--- src/rtl/adc_capture_ctrl.sv ---
// adc_capture_ctrl: triggered pre/post-trigger sample recorder for the
// AD9467 capture path. Valid samples are written into a circular BRAM
// region; once a trigger is seen, POST_TRIG samples (trigger included) are
// stored and the address of the oldest retained sample is reported.
//
// Optional build macro LEVEL_TRIG_EN adds a signed rising-level trigger
// (i_Level / i_Level_Sel). Without it only i_Trig can trigger a record.
module adc_capture_ctrl #(
    parameter int DATA_W    = 16,
    parameter int ADDR_W    = 13,
    parameter int PRE_TRIG  = 256,
    parameter int POST_TRIG = 1024
) (
    input  logic              i_Clk,
    input  logic              i_Rst_L,
    input  logic [DATA_W-1:0] i_Sample,
    input  logic              i_Sample_Valid,
    input  logic              i_Over_Range,
    input  logic              i_Arm,
    input  logic              i_Abort,
    input  logic              i_Trig,
`ifdef LEVEL_TRIG_EN
    input  logic [DATA_W-1:0] i_Level,
    input  logic              i_Level_Sel,
`endif
    output logic [ADDR_W-1:0] o_Mem_Addr,
    output logic [DATA_W-1:0] o_Mem_Din,
    output logic              o_Mem_We,
    output logic              o_Busy,
    output logic              o_Done,
    output logic [ADDR_W-1:0] o_Start_Addr,
    output logic              o_Ovr_Seen
);

    // One extra bit so a count equal to the full depth is representable.
    localparam int CNT_W = ADDR_W + 1;

    typedef enum logic [2:0] {
        ST_IDLE,
        ST_PRE,
        ST_WAIT,
        ST_CAPTURE,
        ST_DONE
    } state_t;

    // With no pre-trigger history the record starts directly in WAIT; with a
    // single post sample the trigger write is also the last one.
    localparam state_t ARM_STATE  = (PRE_TRIG == 0)  ? ST_WAIT : ST_PRE;
    localparam state_t TRIG_STATE = (POST_TRIG == 1) ? ST_DONE : ST_CAPTURE;

    localparam logic [CNT_W-1:0]  PRE_LAST  = CNT_W'(PRE_TRIG);
    localparam logic [CNT_W-1:0]  POST_LAST = CNT_W'(POST_TRIG);
    localparam logic [ADDR_W-1:0] PRE_OFS   = ADDR_W'(PRE_TRIG);

    state_t             state;
    state_t             state_nxt;
    logic [ADDR_W-1:0]  wr_ptr;
    logic [CNT_W-1:0]   pre_cnt;
    logic [CNT_W-1:0]   post_cnt;
    logic               write_en;
    logic               arm_take;
    logic               trig_take;
    logic               trig_hit;

`ifdef LEVEL_TRIG_EN
    logic [DATA_W-1:0]  prev_sample;
    logic               prev_valid;
    logic               level_cross;

    // Rising crossing: previous WAIT sample below the level, current at/above.
    always_comb begin
        level_cross = prev_valid
                   && ($signed(prev_sample) <  $signed(i_Level))
                   && ($signed(i_Sample)    >= $signed(i_Level));
    end

    assign trig_hit = i_Level_Sel ? level_cross : i_Trig;

    // Previous-sample history; cleared on WAIT entry so the first WAIT sample
    // has nothing to cross from.
    always_ff @(posedge i_Clk or negedge i_Rst_L) begin
        if (!i_Rst_L) begin
            prev_valid  <= 1'b0;
            prev_sample <= '0;
        end else if (state_nxt == ST_WAIT && state != ST_WAIT) begin
            prev_valid  <= 1'b0;
        end else if (state == ST_WAIT && i_Sample_Valid) begin
            prev_valid  <= 1'b1;
            prev_sample <= i_Sample;
        end
    end
`else
    assign trig_hit = i_Trig;
`endif

    // State register.
    always_ff @(posedge i_Clk or negedge i_Rst_L) begin
        // NOTE: sequential state uses non-blocking assignments so every
        // register in the design samples pre-edge values consistently.
        if (!i_Rst_L) begin
            state <= ST_IDLE;
        end else begin
            state <= state_nxt;
        end
    end

    // Next-state and per-cycle control strobes; abort overrides everything.
    always_comb begin
        // NOTE: every signal driven here gets a default first so no path can
        // leave it unassigned and infer a latch.
        state_nxt = state;
        write_en  = 1'b0;
        arm_take  = 1'b0;
        trig_take = 1'b0;
        if (i_Abort) begin
            state_nxt = ST_IDLE;
        end else begin
            case (state)
                ST_IDLE, ST_DONE: begin
                    if (i_Arm) begin
                        arm_take  = 1'b1;
                        state_nxt = ARM_STATE;
                    end
                end
                ST_PRE: begin
                    if (i_Sample_Valid) begin
                        write_en = 1'b1;
                        if (pre_cnt + CNT_W'(1) == PRE_LAST) begin
                            state_nxt = ST_WAIT;
                        end
                    end
                end
                ST_WAIT: begin
                    if (i_Sample_Valid) begin
                        write_en = 1'b1;
                        if (trig_hit) begin
                            trig_take = 1'b1;
                            state_nxt = TRIG_STATE;
                        end
                    end
                end
                ST_CAPTURE: begin
                    if (i_Sample_Valid) begin
                        write_en = 1'b1;
                        if (post_cnt + CNT_W'(1) == POST_LAST) begin
                            state_nxt = ST_DONE;
                        end
                    end
                end
                default: state_nxt = ST_IDLE;
            endcase
        end
    end

    // Registered write port, pointer, counters and record status.
    always_ff @(posedge i_Clk or negedge i_Rst_L) begin
        // NOTE: the write data/address registers are reset as well because
        // they are outputs that must read 0 out of reset; a RAM array itself
        // would be left unreset.
        if (!i_Rst_L) begin
            o_Mem_We     <= 1'b0;
            o_Mem_Addr   <= '0;
            o_Mem_Din    <= '0;
            wr_ptr       <= '0;
            pre_cnt      <= '0;
            post_cnt     <= '0;
            o_Start_Addr <= '0;
            o_Ovr_Seen   <= 1'b0;
        end else begin
            o_Mem_We <= write_en;
            if (arm_take) begin
                wr_ptr     <= '0;
                pre_cnt    <= '0;
                o_Ovr_Seen <= 1'b0;
            end
            if (write_en) begin
                o_Mem_Addr <= wr_ptr;
                o_Mem_Din  <= i_Sample;
                wr_ptr     <= wr_ptr + ADDR_W'(1);
                if (i_Over_Range) begin
                    o_Ovr_Seen <= 1'b1;
                end
                if (state == ST_PRE) begin
                    pre_cnt <= pre_cnt + CNT_W'(1);
                end
                if (state == ST_CAPTURE) begin
                    post_cnt <= post_cnt + CNT_W'(1);
                end
            end
            if (trig_take) begin
                o_Start_Addr <= wr_ptr - PRE_OFS;
                post_cnt     <= CNT_W'(1);
            end
        end
    end

    assign o_Busy = (state == ST_PRE) || (state == ST_WAIT) || (state == ST_CAPTURE);
    assign o_Done = (state == ST_DONE);

endmodule

--- config.mk ---
export PLATFORM = sky130hd
export DESIGN_NAME = adc_capture_ctrl
export DESIGN_NICKNAME = d
export VERILOG_FILES = /design/src/rtl/adc_capture_ctrl.sv
export SDC_FILE = /design/constraint.sdc
export NUM_CORES = 1
export LEC_CHECK = 0
export CORE_MARGIN = 2
export CORE_UTILIZATION = 63
export DETAILED_ROUTE_END_ITERATION = 8
export DONT_BUFFER_PORTS = 1
export PLACE_DENSITY = 0.79
export SKIP_CTS_REPAIR_TIMING = 1
export SLEW_MARGIN = 20
export SYNTH_ARGS = -nofsm -noshare
export SYNTH_HDL_FRONTEND = slang
export SYNTH_SLANG_ARGS = --single-unit
--- constraint.sdc ---
create_clock -name i_Clk -period 3.1 [get_ports i_Clk]
set_input_delay 0.93 -clock i_Clk [delete_from_list [all_inputs] [get_ports i_Clk]]
set_output_delay 0.93 -clock i_Clk [all_outputs]
set_load 0.02 [all_outputs]
==> run_results.csv, run 1 <==
group,metric,value,unit
sta,hold_viol,0,
hold_path,min_path_type,"in2async",
pwr,intPower,1.97,mW
sta,worst_hold_slack,251,ps
sta,drv_slew,0,
clocking,cts_tree,"built",
synth,synth.avg_cell_area,8.33,um^2
synth,ys.flop_type,"dfrtp_1",
route,firstDrtPassIters,4,
critical_path,r2r-start,"pre_cnt[0]$_DFF_PN0_",
die,fp.dieW,88.7,um
critical_path,cp_slowest_stage_delay,470,ps
placed_design,place_ws,592,ps
finish,final_cell_area,0.00479,mm^2
critical_path,r2r_slack,560,ps
global_routing,grt_max_degree,89,
global_routing,grtUsageTotal,0.261,
pwr,total_power,3.18,mW
sta,slew_headroom,0.610,
critical_path,end_kind,"register",
synth,synth.area.top_cells,"dfrtp_1 49%, nand2_1 13%, o21ai_0 6.1%",
placed_design,port_buffers,0,
clocking,clkTransAtPathRegs,90,ps
pwr,switching_share,0.379,
route,routed_via_density,6.02,
placed_design,dp_cells,617,
sta,setup_viol,0,
finish,mostFrequentLayoutCells,"162 x nand2_1, 88 x dfrtp_1, 55 x o21ai_0",
route,drc,0,
synth,yosys.area.top_type_share,0.488,
synth,yosys.area.top_type,"dfrtp_1",
route,vias,3811,
finish,multiInputGateArea,0.00217,mm^2
finish,layout_commonest_cell,"nand2_1",
placed_design,placed_area,0.00458,mm^2
sta,fin_crit,2540,ps
critical_path,worstReg2RegEnd,"state[2]$_DFFE_PN0P_",
clocking,cts_root_buf,"clkbuf_8",
critical_path,crit_type,"reg2reg",
clocking,htree_levels,3,
global_routing,grt_pass1_vias,3478,
route,routed_wl,9710,um
die,row_count,30,
critical_path,crit_path_end,"state[2]$_DFFE_PN0P_",
sta,fin_crit_sh,0.818,
critical_path,path_max_fanout,8,
die,num_io_pins,69,
synth,synth-edff-count,0,
critical_path,slowest_stage,"dfrtp_1",
job,maxCapViolCount,0,
critical_path,rr_worst_depth,8,
finish,fin_nets,562,
synth,syn_inst,542,
critical_path,critical_path.startpoint,"pre_cnt[0]$_DFF_PN0_",
outcome,outcome,"completed",
sta,rsz0062_at_grt,"no",
pwr,power_frac_comb,0.175,
critical_path,path_cells,"ha_1 -> nand3_1 -> or3_1 -> o21ai_1 -> a21oi_1 -> o31a_1 -> or3b_1 -> a21oi_2",
global_routing,overflow,0,
synth,synth_nets,572,
sta,fmax,394,MHz
global_routing,grt_first_pass_wirelength,16000,um
pwr,pwr-share-clk,0.266,
sta,tightest_slew,585,ps
critical_path,worstPathArrival,2840,ps
placed_design,routabilityCongestion,0.964,
finish,instances_no_fill,633,
pwr,net-switching-power,1.21,mW
clocking,cts_buffer_depth,2,
synth,yosysWarnings,0,
pwr,power-per-cell-area,663,mW/mm^2
pwr,vdd.ir_drop.worst,0.551,mV
critical_path,worst_setup_path_start_kind,"register",
synth,yosysSeqAreaShare,0.488,
clocking,cts_buffers,9,
sta,final.setup.worst_slack,564,ps
finish,diodes,0,
pwr,p_leak,2.22,nW
route,drt_iter0_drc,245,
synth,synth_area,0.00451,mm^2
die,start_util,0.657,
sta,clock_skew,8.96,ps
die,die_y,88.7,um
die,core_area,0.00687,mm^2
sta,tns,0,ps
synth,yosys.cell_types.count,47,
finish,syn_to_final_growth,6.18,%
synth,async_reset_ff_frac,1.00,
clocking,insertion_delay,360,ps
critical_path,required,3400,ps
die,die_area,0.00786,mm^2
placed_design,dp_hpwl,6490,um
route,wl_per_cell,15.3,um
route,antenna_left,0,
synth,synth-seq-cells,88,
finish,nFillCells,532,
finish,ff_latch_area,0.00220,mm^2
finish,fin_util,0.698,
global_routing,antenna_found_initial,0,
pwr,power_frac_seq,0.558,
clocking,clock-sinks,88,
finish,drive_above_1_share,0.0689,
## power groups by stage
stage	logic (mW)	registers, mW	clock network [mW]
3_5_place_dp	0.562	1.79	0
3_3_place_gp	0.533	1.78	0
6_report	0.557	1.77	0.846
4_1_cts	0.558	1.77	0.863
5_1_grt	0.649	1.81	0.908
2_1_floorplan	0.473	1.71	0
## kinds of logic after synthesis
family	share of synthesized area
compound gates	0.160
fa+ha+maj	0.0194
buf+inv	0.0319
simple gates	0.282
mux	0.0114
xor+xnor	0.00776
flops	0.488
## synthesized netlist by cell type, types with 5 or more instances
master    number
a21oi_1       14
a31oi_1        5
and2_1         5
and3_1        10
clkbuf_1      25
dfrtp_1       88
ha_1           7
inv_1          8
nand2_1      162
nand3_1       25
nand4_1        6
nor2_1        37
nor3_1         6
o21ai_0       55
o21ai_1        8
o31ai_1       16
o41ai_1        5
or3_1          5
## critical path, delay by kind of cell, from the launching register on
kind                     cells  cell delay (ps)
flip-flops                   1              470
AO/OA/AOI/OAI                4              690
adder cells (fa/ha/maj)      1              300
AND/OR/NAND/NOR              3             1010
## layout make-up
cell class	instances	share of cell area
Clock buffer	10	0.0287
Timing Repair Buffer	8	0.0125
Clock inverter	6	0.0157
Sequential cell	88	0.459
Tap cell	96	0.0251
Inverter	8	0.00626
Multi-Input combinational cell	417	0.452
## per-layer routing
metal,global-route usage,vias to the layer above,share of wire
li1,-,1855,-
met1,0.362,1808,0.46
met2,0.396,135,0.45
met3,0.0737,13,0.074
met4,0.0882,0,0.014
met5,0,-,0
## worst min-delay path by stage
| stage | from | endpoint | slack (ps) | cells past startpoint |
|---|---|---|---|---|
| after global routing | i_Rst_L | o_Start_Addr[4]$_DFFE_PN0P_ | 230 | 0 |
| after global placement | pre_cnt[13]$_DFF_PN0_ | pre_cnt[13]$_DFF_PN0_ | 500 | 1 |
| after floorplan | pre_cnt[13]$_DFF_PN0_ | pre_cnt[13]$_DFF_PN0_ | 480 | 1 |
| final | i_Rst_L | pre_cnt[6]$_DFF_PN0_ | 250 | 0 |
| after CTS | i_Rst_L | o_Mem_Addr[5]$_DFFE_PN0P_ | 240 | 0 |
| after detailed placement | pre_cnt[13]$_DFF_PN0_ | pre_cnt[13]$_DFF_PN0_ | 520 | 1 |
## flip-flops by register name (all words and copies together), names as in the netlist
| signal | count |
|---|---|
| o_Ovr_Seen | 1 |
| o_Mem_We | 1 |
| o_Mem_Din | 16 |
| state | 3 |
| o_Mem_Addr | 13 |
| post_cnt | 14 |
| pre_cnt | 14 |
| o_Start_Addr | 13 |
| wr_ptr | 13 |
Note: power is estimated with default switching activity, not from simulation.
==> inputs of run 2 (changes only) <==
--- a/config.mk
+++ b/config.mk
@@ -6,10 +6,10 @@
 export NUM_CORES = 1
 export LEC_CHECK = 0
 export CORE_MARGIN = 2
-export CORE_UTILIZATION = 63
+export CORE_UTILIZATION = 57
 export DETAILED_ROUTE_END_ITERATION = 8
 export DONT_BUFFER_PORTS = 1
-export PLACE_DENSITY = 0.79
+export PLACE_DENSITY = 0.75
 export SKIP_CTS_REPAIR_TIMING = 1
 export SLEW_MARGIN = 20
 export SYNTH_ARGS = -nofsm -noshare
==> constraint.sdc (replaced) <==
create_clock -name i_Clk -period 2.3 [get_ports i_Clk]
set_input_delay 0.69 -clock i_Clk [delete_from_list [all_inputs] [get_ports i_Clk]]
set_output_delay 0.69 -clock i_Clk [all_outputs]
set_load 0.02 [all_outputs]
==> run 2 against run 1 <==
Total power rose by 36%. Final area rose by 5.5%. Cell count rose by 5.1%. Setup slack got worse by 510 ps. Highest routed layer unchanged.
==> run_results.csv, run 2 (synthesis gave the netlist of run 1 again) <==
group,metric,value,unit
outcome,outcome,"completed",
finish,layout_commonest_cell,"nand2_1",
global_routing,overflow,0,
finish,syn_to_final_growth,12.1,%
sta,hold_viol,0,
finish,regMostFlops,"o_Mem_Din",
route,routed_wl,10700,um
sta,fmax,445,MHz
route,wl_per_cell,16.0,um
pwr,pwr-share-clk,0.231,
global_routing,grt_max_degree,89,
finish,mostFrequentLayoutCells,"162 x nand2_1, 80 x dfrtp_1, 54 x o21ai_0",
critical_path,rr_worst_depth,7,
sta,fin_crit_sh,0.977,
finish,top_regs,"o_Mem_Din (16), post_cnt (14), pre_cnt (14)",
critical_path,worstReg2RegEnd,"state[2]$_DFFE_PN0P_",
pwr,power-per-cell-area,854,mW/mm^2
finish,largest_reg_flops,16,
job,maxCapViolCount,0,
route,vias,3936,
route,drc,0,
placed_design,dp_cells,642,
finish,nFillCells,646,
pwr,switching_share,0.392,
placed_design,routabilityCongestion,0.864,
pwr,p_leak,2.33,nW
die,num_io_pins,69,
clocking,cts_root_buf,"clkbuf_8",
clocking,cts_tree,"built",
global_routing,grt_first_pass_wirelength,17200,um
clocking,cts_buffers,9,
hold_path,min_path_type,"in2async",
global_routing,grtUsageTotal,0.249,
critical_path,crit_type,"reg2reg",
critical_path,end_kind,"register",
route,routed_via_density,5.92,
critical_path,path_max_fanout,9,
critical_path,slowest_stage,"or4_4",
placed_design,dp_hpwl,7040,um
clocking,insertion_delay,370,ps
pwr,intPower,2.63,mW
die,die_y,93.0,um
critical_path,path_buf_inv,0,
pwr,total_power,4.32,mW
pwr,vdd.ir_drop.worst,0.589,mV
sta,worst_hold_slack,15.9,ps
pwr,power_frac_comb,0.218,
die,die_area,0.00865,mm^2
pwr,power_frac_seq,0.551,
die,row_count,32,
finish,drive_above_1_share,0.140,
critical_path,required,2600,ps
critical_path,path_cells,"nand4_1 -> or4_4 -> a21oi_2 -> o211ai_1 -> nor3_2 -> or3b_4 -> a21oi_2",
sta,drv_slew,0,
sta,slew_headroom,0.378,
critical_path,cp_slowest_stage_delay,550,ps
sta,rsz0062_at_grt,"yes",
sta,clock_skew,14.9,ps
critical_path,worst_setup_path_start_kind,"register",
finish,fin_nets,588,
route,antenna_left,0,
sta,fin_crit,2250,ps
global_routing,grt_pass1_vias,3614,
critical_path,r2r_slack,50,ps
placed_design,port_buffers,0,
sta,setup_viol,0,
route,firstDrtPassIters,4,
route,drt_iter0_drc,217,
pwr,net-switching-power,1.69,mW
clocking,clkTransAtPathRegs,90,ps
critical_path,path_delay_family,"simple AND/OR/NAND/NOR gates",
sta,tightest_slew,929,ps
critical_path,r2r-start,"post_cnt[8]$_DFFE_PN0P_",
global_routing,antenna_found_initial,0,
clocking,htree_levels,3,
die,start_util,0.587,
clocking,cts_buffer_depth,2,
die,core_area,0.00769,mm^2
clocking,clock-sinks,88,
die,fp.dieW,93.0,um
critical_path,crit_top_cell,"a21oi_2",
critical_path,worstPathArrival,2550,ps
finish,instances_no_fill,665,
finish,diodes,0,
run 2: changes by cell type in the layout (fill, tap and decap cells not counted), moves of 2 or more:
cell     before  now
buf_4         8   32
dfrtp_1      88   80
dfrtp_2       0    8
ha_1          7    5
ha_4          0    2
inv_6         1    3
nand3_1      25   23
run 2: metal layers:
layer,global-route usage,vias to the layer above,share of wire
li1,-,1918,-
met5,0,-,0
met3,0.0443,18,0.057
met4,0.0980,0,0.021
met2,0.388,115,0.47
met1,0.351,1885,0.46
run 2: area by class of cell:
class | instances | area, um^2 | area share
Timing Repair Buffer | 34 | 278 | 0.0549
Tap cell | 102 | 128 | 0.0252
Clock buffer | 10 | 128 | 0.0252
Sequential cell | 88 | 2210 | 0.437
Inverter | 8 | 30.0 | 0.00594
Multi-Input combinational cell | 417 | 2230 | 0.442
Clock inverter | 6 | 50.0 | 0.00989
run 2: how the worst max path moves through the flow:
stage | slack [ps] | cells past startpoint | end | startpoint
global route | -40 | 8 | state[2]$_DFFE_PN0P_ | post_cnt[1]$_DFFE_PN0P_
detailed placement | -20 | 8 | state[2]$_DFFE_PN0P_ | post_cnt[1]$_DFFE_PN0P_
finish | 50 | 7 | state[2]$_DFFE_PN0P_ | post_cnt[8]$_DFFE_PN0P_
global placement | 70 | 7 | state[2]$_DFFE_PN0P_ | pre_cnt[2]$_DFF_PN0_
CTS | -30 | 8 | state[2]$_DFFE_PN0P_ | post_cnt[1]$_DFFE_PN0P_
floorplan | 6 | 8 | state[2]$_DFFE_PN0P_ | pre_cnt[0]$_DFF_PN0_
run 2: stage by stage:
step / worst slack, ps / TNS [ps] / cell area [um^2] / utilization
after CTS: -34.8 / -34.8 / 4910 / 0.639
after detailed placement: -16.4 / -16.4 / 4740 / 0.616
after global routing: -44.9 / -56.6 / 5060 / 0.658
final: 52.8 / 0 / 5060 / 0.658
after floorplan: 6.16 / 0 / 4510 / -
after global placement: 67.4 / 0 / 4740 / 0.616
run 2: power by group through the flow:
| stage | clock [mW] | combinational (mW) | sequential, mW |
|---|---|---|---|
| finish | 0.997 | 0.942 | 2.38 |
| global route | 1.07 | 1.08 | 2.42 |
| CTS | 1.01 | 0.883 | 2.36 |
| detailed placement | 0 | 0.889 | 2.38 |
| global placement | 0 | 0.839 | 2.38 |
| floorplan | 0 | 0.637 | 2.30 |
==> inputs of run 3 (changes only) <==
--- a/config.mk
+++ b/config.mk
@@ -6,10 +6,11 @@
 export NUM_CORES = 1
 export LEC_CHECK = 0
 export CORE_MARGIN = 2
-export CORE_UTILIZATION = 57
+export CORE_UTILIZATION = 50
+export CTS_CLUSTER_DIAMETER = 150
 export DETAILED_ROUTE_END_ITERATION = 8
 export DONT_BUFFER_PORTS = 1
-export PLACE_DENSITY = 0.75
+export PLACE_DENSITY = 0.68
 export SKIP_CTS_REPAIR_TIMING = 1
 export SLEW_MARGIN = 20
 export SYNTH_ARGS = -nofsm -noshare
==> run 3 against run 2 <==
Die area up 13%. Via count down 0.25%. Sequential cell count unchanged. Combinational power up 5.6%. Final area up 2.9%. Critical path type unchanged. Register-to-register slack worse by 20 ps. Sequential share of layout area down 1.2 points. Sequential power about the same. Clock-buffer cell count unchanged. Clock skew up 1.3 ps. Cell count up 2.1%. Global-route usage down 3.4 points.
==> run_results.csv, run 3 (synthesis gave the netlist of run 1 again) <==
group,metric,value,unit
outcome,outcome,"completed",
route,routed_wl,10600,um
die,die_area,0.00980,mm^2
clocking,htree_levels,3,
critical_path,required,2590,ps
clocking,cts_tree,"built",
route,antenna_left,0,
clocking,clkTransAtPathRegs,90,ps
clocking,insertion_delay,360,ps
critical_path,slowest_stage,"dfrtp_1",
sta,slew_headroom,0.395,
sta,rsz0062_at_grt,"yes",
critical_path,worstPathArrival,2560,ps
sta,final.setup.worst_slack,32.3,ps
route,vias,3926,
clocking,cts_buffers,9,
finish,mostFrequentLayoutCells,"162 x nand2_1, 79 x dfrtp_1, 55 x o21ai_0",
finish,nFillCells,754,
global_routing,grtUsageTotal,0.216,
placed_design,dp_cells,648,
clocking,cts_root_buf,"clkbuf_8",
finish,fin_nets,596,
finish,final_cell_area,0.00520,mm^2
route,wl_per_cell,15.6,um
finish,diodes,0,
route,routed_via_density,5.78,
pwr,vdd.ir_drop.worst,0.554,mV
pwr,p_leak,2.40,nW
placed_design,port_buffers,0,
critical_path,cp_slowest_stage_delay,410,ps
sta,clock_skew,16.1,ps
finish,largest_reg_flops,16,
global_routing,antenna_found_initial,0,
global_routing,grt_max_degree,89,
die,core_area,0.00872,mm^2
die,row_count,34,
finish,fin_util,0.597,
die,start_util,0.518,
pwr,power-per-cell-area,863,mW/mm^2
critical_path,crit_type,"reg2reg",
critical_path,path_cells,"ha_4 -> nand3_1 -> or3_1 -> o21ai_1 -> a21oi_1 -> o31a_1 -> or3b_4 -> a21oi_2",
critical_path,path_depth,8,
route,firstDrtPassIters,4,
hold_path,min_path_type,"in2async",
sta,hold_viol,0,
finish,syn_to_final_growth,15.3,%
clocking,clock-sinks,88,
critical_path,path_buf_inv,0,
global_routing,grt_pass1_vias,3513,
critical_path,path_max_fanout,7,
sta,drv_slew,0,
clocking,cts_buffer_depth,2,
critical_path,rr_worst_depth,8,
job,maxCapViolCount,0,
critical_path,end_kind,"register",
placed_design,dp_hpwl,6940,um
finish,instances_no_fill,679,
sta,fin_crit,2270,ps
die,die_y,99.0,um
sta,fmax,441,MHz
die,fp.dieW,99.0,um
placed_design,routabilityCongestion,0.871,
route,drt_iter0_drc,170,
global_routing,overflow,0,
sta,tightest_slew,905,ps
sta,fin_crit_sh,0.986,
finish,regMostFlops,"o_Mem_Din",
route,drc,0,
placed_design,placed_area,0.00476,mm^2
global_routing,grt_first_pass_wirelength,17200,um
critical_path,path_delay_family,"simple AND/OR/NAND/NOR gates",
critical_path,worst_setup_path_start_kind,"register",
finish,top_regs,"o_Mem_Din (16), post_cnt (14), pre_cnt (14)",
finish,drive_above_1_share,0.158,
finish,layout_commonest_cell,"nand2_1",
die,num_io_pins,69,
placed_design,place_ws,-44.6,ps
sta,setup_viol,0,
## run 3: layout make-up
class	count	area, um^2	share of cell area
clock buffer	10	128	0.0245
clock inverter	6	75.1	0.0144
inverter	8	30.0	0.00577
multi-input combinational	417	2270	0.435
sequential	88	2210	0.425
tap	108	135	0.0260
timing repair buffer	42	358	0.0687
## run 3: per-stage QoR
stage / TNS, ps / total power, mW / hold slack, ps
2_1_floorplan: 0 / 2.94 / 394
3_3_place_gp: -10.8 / 3.25 / 396
3_5_place_dp: -72.0 / 3.28 / 396
4_1_cts: -81.1 / 4.40 / -2.45
5_1_grt: -84.8 / 4.79 / 181
6_report: 0 / 4.49 / 184
## run 3: worst paths after layout
path                                        from                  endpoint  slack (ps)
min in group i_Clk                       i_Abort      state[2]$_DFFE_PN0P_         370
min                                      i_Rst_L      pre_cnt[9]$_DFF_PN0_         180
max                         pre_cnt[0]$_DFF_PN0_      state[2]$_DFFE_PN0P_          30
max reg2reg                 pre_cnt[0]$_DFF_PN0_      state[2]$_DFFE_PN0P_          30
max in group asynchronous                i_Rst_L  o_Mem_Din[6]$_DFFE_PN0P_         830
min reg2reg                pre_cnt[13]$_DFF_PN0_     pre_cnt[13]$_DFF_PN0_         520
## run 3: report_power, final
| group | internal, mW | switching, mW | leakage [nW] |
|---|---|---|---|
| Sequential | 1.83 | 0.554 | 1.18 |
| Clock | 0.520 | 0.592 | 0.0994 |
| Combinational | 0.419 | 0.576 | 1.12 |
| Total | 2.77 | 1.72 | 2.40 |
## run 3: per-layer routing
layer,track usage,vias to the layer above,routed length [um]
met4,0.0822,0,254
met1,0.310,1857,4970
met2,0.313,127,4640
met3,0.0589,21,746
li1,-,1921,-
met5,0,-,0
